### src/rtl/breakout_pkg.sv
// Shared types and playfield constants for the breakout brick logic.
package breakout_pkg;

    typedef enum logic [2:0] {
        ST_IDLE,
        ST_PLAY,
        ST_COOL,
        ST_WIN,
        ST_LOSE
    } hit_state_t;

    localparam int SCREEN_W     = 640;
    localparam int SCREEN_H     = 480;
    localparam int BALL_RADIUS  = 4;
    localparam int BRICK_HALF_W = 16;
    localparam int BRICK_HALF_H = 8;
    localparam int MAX_BLOCKS   = 32;
    localparam int BLK_CNT_W    = 6;

endpackage

### src/rtl/block_hit_collector_popcount_n.sv
// Combinational population count of a flag vector.
module popcount_n #(
    parameter int WIDTH = 8,
    parameter int CNT_W = 6
) (
    input  logic [WIDTH-1:0] vec_i,
    output logic [CNT_W-1:0] cnt_o
);

    always_comb begin
        cnt_o = '0;
        for (int i = 0; i < WIDTH; i++) begin
            cnt_o = cnt_o + CNT_W'(vec_i[i]);
        end
    end

endmodule

### src/rtl/block_hit_collector.sv
// Turns brick collision/status flags into one-shot ball deflections, score and game status.
// Define CORNER_FLIP_EN to flip both axes on a corner contact (default: flip_y only).
module block_hit_collector
    import breakout_pkg::*;
#(
    parameter int N_BLOCKS      = 8,
    parameter int SCORE_W       = 12,
    parameter int PTS_PER_BLOCK = 10,
    parameter int COOLDOWN      = 4
) (
    input  logic                clock,
    input  logic                reset,
    input  logic                start,
    input  logic [N_BLOCKS-1:0] exist,
    input  logic [N_BLOCKS-1:0] hit_u,
    input  logic [N_BLOCKS-1:0] hit_d,
    input  logic [N_BLOCKS-1:0] hit_l,
    input  logic [N_BLOCKS-1:0] hit_r,
    input  logic [N_BLOCKS-1:0] endgame_block,
    output logic                flip_x,
    output logic                flip_y,
    output logic [SCORE_W-1:0]  score,
    output logic [5:0]          blocks_left,
    output logic                win,
    output logic                lose,
    output logic                endgame
);

    localparam int CD_W  = (COOLDOWN > 2) ? $clog2(COOLDOWN) : 1;
    localparam int SUM_W = SCORE_W + 16;

    logic [N_BLOCKS-1:0]  hit_vec;
    logic [BLK_CNT_W-1:0] hit_cnt;
    logic [BLK_CNT_W-1:0] exist_cnt;
    logic                 live_end;
    logic                 vhit;
    logic                 hhit;
    logic                 any_hit;
    logic                 none_left;

    hit_state_t           state_q;
    logic [CD_W-1:0]      cnt_q;
    logic                 flip_x_q;
    logic                 flip_y_q;
    logic                 win_q;
    logic                 lose_q;
    logic [SCORE_W-1:0]   score_q;
    logic [5:0]           blocks_left_q;

    logic                 flip_x_d;
    logic [SCORE_W-1:0]   score_d;

    function automatic logic [SCORE_W-1:0] sat_add_score(
        input logic [SCORE_W-1:0]   base,
        input logic [BLK_CNT_W-1:0] n
    );
        logic [SUM_W-1:0] sum;
        sum = SUM_W'(base) + SUM_W'(PTS_PER_BLOCK) * SUM_W'(n);
        if (sum > SUM_W'({SCORE_W{1'b1}})) begin
            return '1;
        end
        return sum[SCORE_W-1:0];
    endfunction

    // Dead bricks keep reporting stale contact flags, so everything is masked by exist.
    assign hit_vec   = (hit_u | hit_d | hit_l | hit_r) & exist;
    assign vhit      = |((hit_u | hit_d) & exist);
    assign hhit      = |((hit_l | hit_r) & exist);
    assign any_hit   = vhit | hhit;
    assign live_end  = |(endgame_block & exist);
    assign none_left = (exist == '0);

`ifdef CORNER_FLIP_EN
    assign flip_x_d = hhit;
`else
    assign flip_x_d = hhit & ~vhit;
`endif

    assign score_d = sat_add_score(score_q, hit_cnt);

    popcount_n #(.WIDTH(N_BLOCKS), .CNT_W(BLK_CNT_W)) u_hit_cnt (
        .vec_i (hit_vec),
        .cnt_o (hit_cnt)
    );

    popcount_n #(.WIDTH(N_BLOCKS), .CNT_W(BLK_CNT_W)) u_exist_cnt (
        .vec_i (exist),
        .cnt_o (exist_cnt)
    );

    always_ff @(posedge clock or negedge reset) begin
        if (!reset) begin
            state_q       <= ST_IDLE;
            cnt_q         <= '0;
            flip_x_q      <= 1'b0;
            flip_y_q      <= 1'b0;
            score_q       <= '0;
            blocks_left_q <= '0;
            win_q         <= 1'b0;
            lose_q        <= 1'b0;
        end else begin
            flip_x_q      <= 1'b0;
            flip_y_q      <= 1'b0;
            blocks_left_q <= exist_cnt;
            case (state_q)
                ST_IDLE: begin
                    if (start) state_q <= ST_PLAY;
                end
                ST_PLAY: begin
                    if (!start) begin
                        state_q <= ST_IDLE;
                    end else if (live_end) begin
                        state_q <= ST_LOSE;
                        lose_q  <= 1'b1;
                    end else if (none_left) begin
                        state_q <= ST_WIN;
                        win_q   <= 1'b1;
                    end else if (any_hit) begin
                        flip_x_q <= flip_x_d;
                        flip_y_q <= vhit;
                        score_q  <= score_d;
                        cnt_q    <= CD_W'(COOLDOWN - 1);
                        state_q  <= ST_COOL;
                    end
                end
                ST_COOL: begin
                    // Hits are ignored here so a flag held over several cycles counts once.
                    if (!start) begin
                        state_q <= ST_IDLE;
                    end else if (live_end) begin
                        state_q <= ST_LOSE;
                        lose_q  <= 1'b1;
                    end else if (cnt_q == '0) begin
                        if (none_left) begin
                            state_q <= ST_WIN;
                            win_q   <= 1'b1;
                        end else begin
                            state_q <= ST_PLAY;
                        end
                    end else begin
                        cnt_q <= cnt_q - CD_W'(1);
                    end
                end
                ST_WIN, ST_LOSE: ;
                default: state_q <= ST_IDLE;
            endcase
        end
    end

    assign flip_x      = flip_x_q;
    assign flip_y      = flip_y_q;
    assign score       = score_q;
    assign blocks_left = blocks_left_q;
    assign win         = win_q;
    assign lose        = lose_q;
    assign endgame     = win_q | lose_q;

endmodule

### config.mk
export PLATFORM = sky130hd
export DESIGN_NAME = block_hit_collector
export DESIGN_NICKNAME = d
export VERILOG_FILES = /design/src/rtl/breakout_pkg.sv /design/src/rtl/block_hit_collector_popcount_n.sv /design/src/rtl/block_hit_collector.sv
export SDC_FILE = /design/constraint.sdc
export NUM_CORES = 1
export LEC_CHECK = 0
export ABC_AREA = 1
export CORE_MARGIN = 2
export CORE_UTILIZATION = 34
export DETAILED_ROUTE_END_ITERATION = 6
export GPL_ROUTABILITY_DRIVEN = 0
export PLACE_DENSITY = 0.65
export SKIP_CTS_REPAIR_TIMING = 1
export SYNTH_ARGS = -nofsm -noshare
export SYNTH_HDL_FRONTEND = slang
export SYNTH_SLANG_ARGS = --single-unit
### constraint.sdc
create_clock -name clock -period 4.56 [get_ports clock]
set_input_delay 0.912 -clock clock [delete_from_list [all_inputs] [get_ports clock]]
set_output_delay 0.912 -clock clock [all_outputs]
set_load 0.02 [all_outputs]
==> impl_metrics.ini <==
[synth]
synth_cells = 358
syn_area_per_cell_um2 = 6.70
ys_ff_latch = 25
syn_area_um2 = 2400
seq_area_frac_synth_pct = 26.1
synthDistinctLibCells = 31
yosys_warnings = 0

[pwr]
peakVddDrop_mv = 0.253
p_leak_uw = 0.00195
total_power_uw = 1690
power_density_nw_per_um2 = 458

[clock_tree]
cts_tree = built
path_clk_slew_ns = 0.10
cts_made_buffers = 3
h-tree-depth = 1
clock_latency_ns = 0.28
cts-root-buf = clkbuf_8
clockBufferDepth = 2
cts_num_sinks = 25

[run]
drv_cap = 0

[global_route]
grt_start_max_net_pins = 19
grt_first_pass_wirelength_um = 10800
overflow = 0
first_global_vias = 2538
grt_antenna_before_repair = 0
grt.total_usage_pct = 17.4

[route]
firstDrtPassIters = 5
drt-total-wl_um = 6300
drtAntennaViolNets = 0
vias = 2502
post_drt_wl_per_cell_um = 11.3
drtIter0Drc = 57
vias_per_cell = 4.48
remaining_drc_errors = 0

[critical_path]
cp_slowest_stage_delay_ns = 0.50
crit_arrival_ns = 5.42
cp-end-kind = flop
worstPathMaxFanout = 8
required_ns = 4.72
crit_path_frequent_cell = inv_2
worstSetupPathType = input pin to flop
startpoint_type = input pin
critical-path-slowest-cell = fa_1

[status]
violations = negative setup slack
status = finished with violations

[timing]
tns_ns = -8.12
slew_violations = 0
worst_pin_slew_ns = 0.610
fmax_mhz = 190
finalCriticalPeriod_ns = 5.26
rsz0062_at_grt = yes
max_slew_margin_pct = 59.2
setup_slack_ns = -0.701
fin_crit_sh_pct = 115
finClkSkew_ns = 0.0101
hold_viol_final = 0
setup_violations = 12

[worst_hold_path]
hp-class = flop to flop

[placement]
place_area_um2 = 3470
placed_cells = 552
post-dp-hpwl_um = 5210
port_buffers = 71

[final_layout]
syn_to_final_growth_pct = 53.7
fill_cells = 644
nets = 543
final_cell_count_no_fill = 559
final_area_um2 = 3690
antennaDiodeCount = 0
final_layout_size_suffix_gt1_share_pct = 24.4
regArea_um2 = 626
multiInputGateArea_um2 = 1710

[floorplanning]
die_w_um = 88.0
io_pins = 74
start_util_pct = 35.3
die_y_um = 88.0
coreArea_um2 = 6790
dieArea_um2 = 7740
rows = 30
## stage by stage
stage	hold slack, ns	utilization (%)	setup WS [ns]
after floorplan	0.442	-	-0.738
after global placement	0.460	51.1	-1.35
after detailed placement	0.462	51.1	-1.49
after CTS	0.487	51.7	-1.18
after global routing	0.500	54.3	-0.916
final	0.479	54.3	-0.701
## area by class of cell
class,count,share of cell area (%)
flip-flops and latches,25,17.0
repair buffers,103,25.8
inverters,62,6.52
clock buffers,4,1.22
multi-input cells,269,46.3
well taps,96,3.26
## power breakdown
| part | total [uW] | switching [uW] | internal [uW] |
|---|---|---|---|
| registers | 330 | 53.4 | 277 |
| logic | 1220 | 614 | 604 |
| clock network | 139 | 76.1 | 62.7 |
## sequential cells by signal, indices dropped and copies added, names as in the netlist
| register | cells |
|---|---|
| state_q | 3 |
| cnt_q | 2 |
| flip_y | 1 |
| win | 1 |
| blocks_left | 4 |
| lose | 1 |
| score | 12 |
| flip_x | 1 |
## layer usage
| metal | vias up | wire, um | track usage, % |
|---|---|---|---|
| met5 | - | 0 | 0 |
| met4 | 0 | 44 | 2.52 |
| met3 | 6 | 235 | 3.20 |
| met2 | 56 | 3140 | 31.8 |
| met1 | 1132 | 2880 | 21.6 |
| li1 | 1308 | - | - |
## worst max-delay path: cells and delay by family
kind                     cells  cell delay [ns]
AO/OA/AOI/OAI                3             0.31
AND/OR/NAND/NOR              7             0.61
buffers and inverters        7             0.79
adder cells (fa/ha/maj)      8             2.58
XOR/XNOR                     1             0.20
## synthesized netlist by cell type (all sizes together)
library cell	number	area share [%]
nand4	1	0.26
nand3	19	4.0
nor3	4	1.3
fa	9	7.5
or2	1	0.26
xnor2	2	0.73
o22ai	1	0.26
a21boi	1	0.31
o31ai	2	0.63
o21ai	20	4.6
nand3b	2	0.63
buf	3	1.1
a21oi	7	1.5
dfrtp	25	26
xor2	6	2.2
conb	1	0.16
nor2	53	9.2
o21bai	1	0.47
and2	1	0.26
inv	62	9.7
nand2	118	19
ha	19	9.9
## placed cells by master (no fill, tap or decap), types with 13 or more instances in the layout
cell type        count
buf_4               32
clkdlybuf4s50_1     55
dfrtp_1             25
ha_1                13
inv_1               47
inv_2               13
nand2_1            106
nand3_1             17
nor2_1              33
nor2_2              14
## worst paths after layout
path	start	endpoint	slack, ns	depth (start not counted)
max in group asynchronous	reset	cnt_q[0]	2.92	2
worst min register to register	score[0]	score[0]	0.48	1
worst max register to register	score[1]	score[9]	2.75	12
min in group asynchronous	reset	score[2]	1.01	1
worst min-delay path	score[0]	score[0]	0.48	1
worst max-delay path	hit_l[2]	score[8]	-0.70	26
## logic make-up (layout without fill, tap and decap cells)
family | Yosys count | count (layout) | synth area share (%)
simple gates | 199 | 199 | 34.8
buf+inv | 65 | 169 | 10.8
compound gates | 32 | 32 | 7.77
fa+ha+maj | 28 | 28 | 17.4
flops | 25 | 25 | 26.1
xor+xnor | 8 | 8 | 2.92
other cells | 1 | 2 | 0.156
No activity file was read; power rests on OpenSTA's default activity.
